===== src/rtl/tl_rx_fc_credit_tracker.sv =====
// Receive-side flow-control credit tracker: per-class CREDITS_ALLOCATED counters
// plus an UpdateFC request arbiter with a periodic refresh timer.
module tl_rx_fc_credit_tracker #(
  parameter int unsigned FC_DATA_CREDS_WIDTH = 16,
  parameter int unsigned FC_HDR_CREDS_WIDTH  = 12,
  parameter int unsigned P_HDR_INIT          = 32,
  parameter int unsigned P_DATA_INIT         = 512,
  parameter int unsigned NP_HDR_INIT         = 32,
  parameter int unsigned NP_DATA_INIT        = 0,
  parameter int unsigned CPL_HDR_INIT        = 0,
  parameter int unsigned CPL_DATA_INIT       = 0,
  parameter logic [1:0]  FC_SCALE            = 2'b01,
  parameter int unsigned UPDATE_PERIOD       = 1024
) (
  input  logic                           clk,
  input  logic                           rst_n,
  input  logic                           free_valid,
  input  logic [1:0]                     free_typ,
  input  logic                           free_hdr,
  input  logic [FC_DATA_CREDS_WIDTH-1:0] free_data_creds,
  input  logic                           updatefc_ack,
  output logic [FC_HDR_CREDS_WIDTH-1:0]  p_hdr_creds_reg,
  output logic [FC_HDR_CREDS_WIDTH-1:0]  np_hdr_creds_reg,
  output logic [FC_HDR_CREDS_WIDTH-1:0]  cpl_hdr_creds_reg,
  output logic [FC_DATA_CREDS_WIDTH-1:0] p_data_creds_reg,
  output logic [FC_DATA_CREDS_WIDTH-1:0] np_data_creds_reg,
  output logic [FC_DATA_CREDS_WIDTH-1:0] cpl_data_creds_reg,
  output logic [1:0]                     p_hdr_scale_reg,
  output logic [1:0]                     p_data_scale_reg,
  output logic [1:0]                     np_hdr_scale_reg,
  output logic [1:0]                     np_data_scale_reg,
  output logic [1:0]                     cpl_hdr_scale_reg,
  output logic [1:0]                     cpl_data_scale_reg,
  output logic                           updatefc_req,
  output logic [1:0]                     updatefc_typ,
  output logic [FC_HDR_CREDS_WIDTH-1:0]  updatefc_hdr_creds,
  output logic [FC_DATA_CREDS_WIDTH-1:0] updatefc_data_creds
);

  localparam int unsigned NCLS  = 3;
  localparam int unsigned HW    = FC_HDR_CREDS_WIDTH;
  localparam int unsigned DW    = FC_DATA_CREDS_WIDTH;
  localparam int unsigned TMR_W = (UPDATE_PERIOD > 1) ? $clog2(UPDATE_PERIOD) : 1;
  localparam logic [TMR_W-1:0] TMR_LAST = TMR_W'(UPDATE_PERIOD - 1);

  localparam logic [1:0] TYP_P   = 2'b00;
  localparam logic [1:0] TYP_NP  = 2'b01;
  localparam logic [1:0] TYP_CPL = 2'b10;

  // A field advertised with INIT 0 is infinite and never tracked.
  localparam logic [NCLS-1:0] HDR_FIN  = {CPL_HDR_INIT != 0, NP_HDR_INIT != 0, P_HDR_INIT != 0};
  localparam logic [NCLS-1:0] DATA_FIN = {CPL_DATA_INIT != 0, NP_DATA_INIT != 0, P_DATA_INIT != 0};

  localparam logic [NCLS-1:0][HW-1:0] HDR_INIT_V =
    {HW'(CPL_HDR_INIT), HW'(NP_HDR_INIT), HW'(P_HDR_INIT)};
  localparam logic [NCLS-1:0][DW-1:0] DATA_INIT_V =
    {DW'(CPL_DATA_INIT), DW'(NP_DATA_INIT), DW'(P_DATA_INIT)};

  typedef enum logic {ST_IDLE, ST_REQ} state_t;

  state_t                   state_q, state_d;
  logic [NCLS-1:0][HW-1:0]  hdr_cnt_q;
  logic [NCLS-1:0][DW-1:0]  data_cnt_q;
  logic [NCLS-1:0]          pend_q;
  logic [TMR_W-1:0]         tmr_q;

  logic [NCLS-1:0] rel_cls_c;
  logic [NCLS-1:0] hdr_inc_c;
  logic [NCLS-1:0] data_inc_c;
  logic [NCLS-1:0] rel_set_c;
  logic [NCLS-1:0] tmr_set_c;
  logic [NCLS-1:0] sel_oh_c;
  logic [NCLS-1:0] ack_clr_c;

  logic          req_d;
  logic [1:0]    typ_d;
  logic [HW-1:0] hdr_d;
  logic [DW-1:0] data_d;

  // Release decode; class 11 maps to no class at all.
  always_comb begin
    rel_cls_c = '0;
    if (free_valid) begin
      case (free_typ)
        TYP_P:   rel_cls_c = 3'b001;
        TYP_NP:  rel_cls_c = 3'b010;
        TYP_CPL: rel_cls_c = 3'b100;
        default: rel_cls_c = '0;
      endcase
    end
  end

  assign hdr_inc_c  = rel_cls_c & HDR_FIN & {NCLS{free_hdr}};
  assign data_inc_c = rel_cls_c & DATA_FIN & {NCLS{free_data_creds != '0}};
  assign rel_set_c  = hdr_inc_c | data_inc_c;
  assign tmr_set_c  = (tmr_q == TMR_LAST) ? (HDR_FIN | DATA_FIN) : '0;

  // One-hot of the class currently being advertised.
  always_comb begin
    sel_oh_c = '0;
    case (updatefc_typ)
      TYP_P:   sel_oh_c = 3'b001;
      TYP_NP:  sel_oh_c = 3'b010;
      TYP_CPL: sel_oh_c = 3'b100;
      default: sel_oh_c = '0;
    endcase
  end

  assign ack_clr_c = ((state_q == ST_REQ) && updatefc_ack) ? sel_oh_c : '0;

  // Allocated counters wrap modulo their width.
  always_ff @(posedge clk) begin
    if (!rst_n) begin
      hdr_cnt_q  <= HDR_INIT_V;
      data_cnt_q <= DATA_INIT_V;
    end else begin
      for (int unsigned c = 0; c < NCLS; c++) begin
        if (hdr_inc_c[c]) hdr_cnt_q[c] <= hdr_cnt_q[c] + HW'(1);
        if (data_inc_c[c]) data_cnt_q[c] <= data_cnt_q[c] + free_data_creds;
      end
    end
  end

  // Refresh timer and pending flags; a same-cycle set beats the ack clear.
  always_ff @(posedge clk) begin
    if (!rst_n) begin
      tmr_q  <= '0;
      pend_q <= '0;
    end else begin
      tmr_q  <= (tmr_q == TMR_LAST) ? '0 : tmr_q + TMR_W'(1);
      pend_q <= (pend_q & ~ack_clr_c) | rel_set_c | tmr_set_c;
    end
  end

  always_ff @(posedge clk) begin
    if (!rst_n) begin
      state_q             <= ST_IDLE;
      updatefc_req        <= 1'b0;
      updatefc_typ        <= 2'b00;
      updatefc_hdr_creds  <= '0;
      updatefc_data_creds <= '0;
    end else begin
      state_q             <= state_d;
      updatefc_req        <= req_d;
      updatefc_typ        <= typ_d;
      updatefc_hdr_creds  <= hdr_d;
      updatefc_data_creds <= data_d;
    end
  end

  // Arbiter: fixed priority P > NP > CPL, payload frozen while requesting.
  always_comb begin
    state_d = state_q;
    req_d   = updatefc_req;
    typ_d   = updatefc_typ;
    hdr_d   = updatefc_hdr_creds;
    data_d  = updatefc_data_creds;
    case (state_q)
      ST_IDLE: begin
        if (|pend_q) begin
          state_d = ST_REQ;
          req_d   = 1'b1;
          if (pend_q[0]) begin
            typ_d  = TYP_P;
            hdr_d  = hdr_cnt_q[0];
            data_d = data_cnt_q[0];
          end else if (pend_q[1]) begin
            typ_d  = TYP_NP;
            hdr_d  = hdr_cnt_q[1];
            data_d = data_cnt_q[1];
          end else begin
            typ_d  = TYP_CPL;
            hdr_d  = hdr_cnt_q[2];
            data_d = data_cnt_q[2];
          end
        end
      end
      ST_REQ: begin
        if (updatefc_ack) begin
          state_d = ST_IDLE;
          req_d   = 1'b0;
        end
      end
      default: begin
        state_d = ST_IDLE;
        req_d   = 1'b0;
      end
    endcase
  end

  assign p_hdr_creds_reg    = hdr_cnt_q[0];
  assign np_hdr_creds_reg   = hdr_cnt_q[1];
  assign cpl_hdr_creds_reg  = hdr_cnt_q[2];
  assign p_data_creds_reg   = data_cnt_q[0];
  assign np_data_creds_reg  = data_cnt_q[1];
  assign cpl_data_creds_reg = data_cnt_q[2];

  assign p_hdr_scale_reg    = FC_SCALE;
  assign p_data_scale_reg   = FC_SCALE;
  assign np_hdr_scale_reg   = FC_SCALE;
  assign np_data_scale_reg  = FC_SCALE;
  assign cpl_hdr_scale_reg  = FC_SCALE;
  assign cpl_data_scale_reg = FC_SCALE;

endmodule


===== config.mk =====
export PLATFORM = sky130hd
export DESIGN_NAME = tl_rx_fc_credit_tracker
export DESIGN_NICKNAME = d
export VERILOG_FILES = /design/src/rtl/tl_rx_fc_credit_tracker.sv
export SDC_FILE = /design/constraint.sdc
export NUM_CORES = 1
export LEC_CHECK = 0
export ABC_AREA = 1
export BUFFER_PORTS_ARGS = -buffer_cell sky130_fd_sc_hd__buf_2
export CAP_MARGIN = 20
export CORE_MARGIN = 1
export CORE_UTILIZATION = 50
export CTS_BUF_LIST = sky130_fd_sc_hd__clkbuf_4 sky130_fd_sc_hd__clkbuf_8
export CTS_CLUSTER_DIAMETER = 150
export DETAILED_ROUTE_END_ITERATION = 16
export PLACE_DENSITY_LB_ADDON = 0.1
export SETUP_SLACK_MARGIN = 0.4
export SYNTH_ARGS = -nofsm -noshare
export SYNTH_HDL_FRONTEND = slang
export SYNTH_SLANG_ARGS = --single-unit

===== constraint.sdc =====
create_clock -name clk -period 2.71 [get_ports clk]
set_clock_uncertainty 0.15 [all_clocks]
set_input_delay 0.1355 -clock clk [delete_from_list [all_inputs] [get_ports clk]]
set_output_delay 0.1355 -clock clk [all_outputs]
set_load 0.01 [all_outputs]

==> metrics <==
status finished clean; CTS H-tree depth 3; DR WL/cell 12.8 um; Final Critical Period 1.96 ns; synth cell count leaders 143 x nand2_1, 85 x dfxtp_1, 76 x inv_1, 71 x nor2_1, 58 x a21oi_1; I/O pin count 150; Power Density 513 mW/mm2; top post-synthesis cells by area dfxtp_1 35%, nand2_1 11%, buf_4 8.9%, a21oi_1 6.0%, inv_1 5.9%; CP bufs+invs 1; 1st-iter DRT viols 198; Routed Wire Length 11700 um; Hold Path Class in2reg; starting density of the core 52.0%; multi-input logic area 0.00252 mm2; Worst Setup End Kind register; sequential cell area 0.00170 mm2; filler cell count 916; Distinct cells, synth 37; RePlAce Congestion 0.867; die area 0.0100 mm2; share of the cycle needed by the critical path after routing 72.5%; post-DP HPWL 8530 um; CTS Sinks 85; num rows 35; clk_lat worst skew 0.36 ns; NumNets Final 815; Startpoint Class register; YS warnings 0; input/output buffers 93; syn avg cell area 7.04 um2; final setup vio count 0; via count 4390; drt via density 4.84; max incr delay on CP 0.40 ns; largest net degree at the start of global routing 41; delay-heaviest family, CP simple AND/OR/NAND/NOR gates; crit path max-delay cell type fa_1; Seq cells post-synth 85; layout cell share with drive strength beyond 1 17.0%; Slew HR 64.4%; TNS Setup 0 ns; CP cell instances ha_1 -> fa_1 -> nand2_1 -> nand2_1 -> nand3b_1 -> nand2_1 -> nand2_1 -> nand2_1 -> nand2_1 -> nand3_1 -> nand2_1 -> inv_1; Max Clock Freq 0.509 GHz; initial antenna violation count 0; Root Driver clkbuf_8; antenna-violating nets left 0; synthesis-to-finish area growth 12.5%; top-count cell post-synth nand2_1; Clock Pin Slew Worst Setup and Hold Paths 0.09 ns; Crit path arrival time 2.08 ns; Hold Crit Start free_hdr; Synth Flop Type dfxtp_1; Post-synth EDFFs 0; core area 0.00928 mm2; Clock Tree Buf Depth 2; register area share after synthesis 35.3%; area leader, netlist dfxtp_1; Max-Cap Viols 0; worst setup path start p_data_creds_reg[0]; total CTS buffers 9; Synth top area share 35.3%; DRT Pass-1 Iters 5; CTS tree done; total gr overflow 0; CP Class reg2reg; async set or reset register ratio after synthesis 0%; cell area after synthesis 0.00482 mm2; Global Route Usage Sum 23.6%; Slew @ Worst Pin 0.533 ns; Max Fanout on Critical Path 4; worst-case hold slack 0.0198 ns; RSZ-0062 raised after global routing no; Syn Inst Count 685; CP Data Required Time 2.82 ns; Final Hold Viols 0; first-pass GRT wire length 18600 um; Max Slew Vio Count 0; reg-to-reg startpoint p_data_creds_reg[0]; Top cell by count, worst path nand2_1; die height 100 um; vias in the first global route 3883; Die X 100 um; peak supply drop 0.305 mV; P_leak 2.65 nW; diodes inserted 0; # DRC 0
## per-stage QoR
| stage | std cells | setup WS [ns] | cell area [um2] | util, % | total power [W] |
|---|---|---|---|---|---|
| 2_1_floorplan | 739 | 0.888 | 5030 | - | 0.00171 |
| 3_3_place_gp | 889 | 0.821 | 5180 | 55.8 | 0.00177 |
| 3_5_place_dp | 889 | 0.750 | 5180 | 55.8 | 0.00178 |
| 4_1_cts | 907 | 0.730 | 5430 | 58.4 | 0.00281 |
| 5_1_grt | 907 | 0.580 | 5430 | 58.4 | 0.00292 |
| 6_report | 907 | 0.745 | 5430 | 58.4 | 0.00278 |
## cells by family (layout without fill, tap and decap cells)
logic type	count (synthesis)	count (layout)	synth area share [%]
and+or+nand+nor	295	295	27.0
buffers and inverters	155	194	16.7
AOI/OAI and AO/OA	112	112	12.7
DFF	85	85	35.3
adders and majority gates	19	19	5.08
xor gates and xnor gates	17	17	3.09
other	2	56	0.156
## tightest hold or removal path, stage by stage
cell and delay (ns):
buf_2 0.12, inv_1 0.06, nor3_2 0.06, nand2_1 0.06, a21oi_1 0.05
## layout by cell type (no fill, tap or decap), types with 3 or more instances in the layout
| master | Yosys | routed |
|---|---|---|
| nor3b_1 | 4 | 4 |
| nand2_1 | 143 | 143 |
| nor2_1 | 71 | 71 |
| nand4_1 | 6 | 6 |
| inv_1 | 76 | 76 |
| dfxtp_1 | 85 | 85 |
| ha_1 | 18 | 18 |
| nand2_2 | 3 | 3 |
| nand3_1 | 40 | 40 |
| nor3_1 | 10 | 10 |
| conb_1 | 2 | 56 |
| buf_2 | 8 | 93 |
| a22oi_1 | 11 | 11 |
| o21ai_1 | 11 | 11 |
| o21ai_0 | 23 | 23 |
| a21oi_1 | 58 | 58 |
| clkbuf_8 | 0 | 10 |
| xor2_1 | 7 | 7 |
| nor2_2 | 3 | 3 |
| nor2_4 | 4 | 4 |
| a211oi_1 | 3 | 3 |
| buf_4 | 57 | 5 |
| xnor2_1 | 10 | 10 |
## power by group
part           total (W)  switching (W)  internal (W)
Clock            0.00103       0.000469      0.000559
Sequential       0.00133      0.0000356       0.00129
Combinational   0.000426       0.000286      0.000140
Total            0.00278       0.000791       0.00199
## per-layer routing
metal | part of all wire, % | track usage (%)
met1 | 49 | 31.7
met5 | 0 | 0
met4 | 1.6 | 8.47
met3 | 4.8 | 3.20
met2 | 44 | 38.6
## timing repair
item | CTS | global route
resized for setup | 0 | 0
setup endpoints to repair | 0 | 0
hold endpoints to repair | 3 | 0
hold buffers | 2 | 0
buffers inserted | 0 | 0
## area by class of cell
cell class,count,area share [%]
multi-input combinational,499,46.4
sequential,85,31.4
timing repair buffer,100,9.64
inverter,78,5.40
tap,129,2.98
clock buffer,11,2.68
clock inverter,5,1.52
## final timing paths
| kind | to | slack (ns) | cells past startpoint |
|---|---|---|---|
| worst min-delay path | p_hdr_creds_reg[1] | 0.02 | 5 |
| worst max register to register | p_data_creds_reg[14] | 0.75 | 12 |
| worst min register to register | tmr_q[0] | 0.31 | 1 |
| worst max-delay path | p_data_creds_reg[14] | 0.75 | 12 |
No activity file was read; power rests on OpenSTA's default activity.
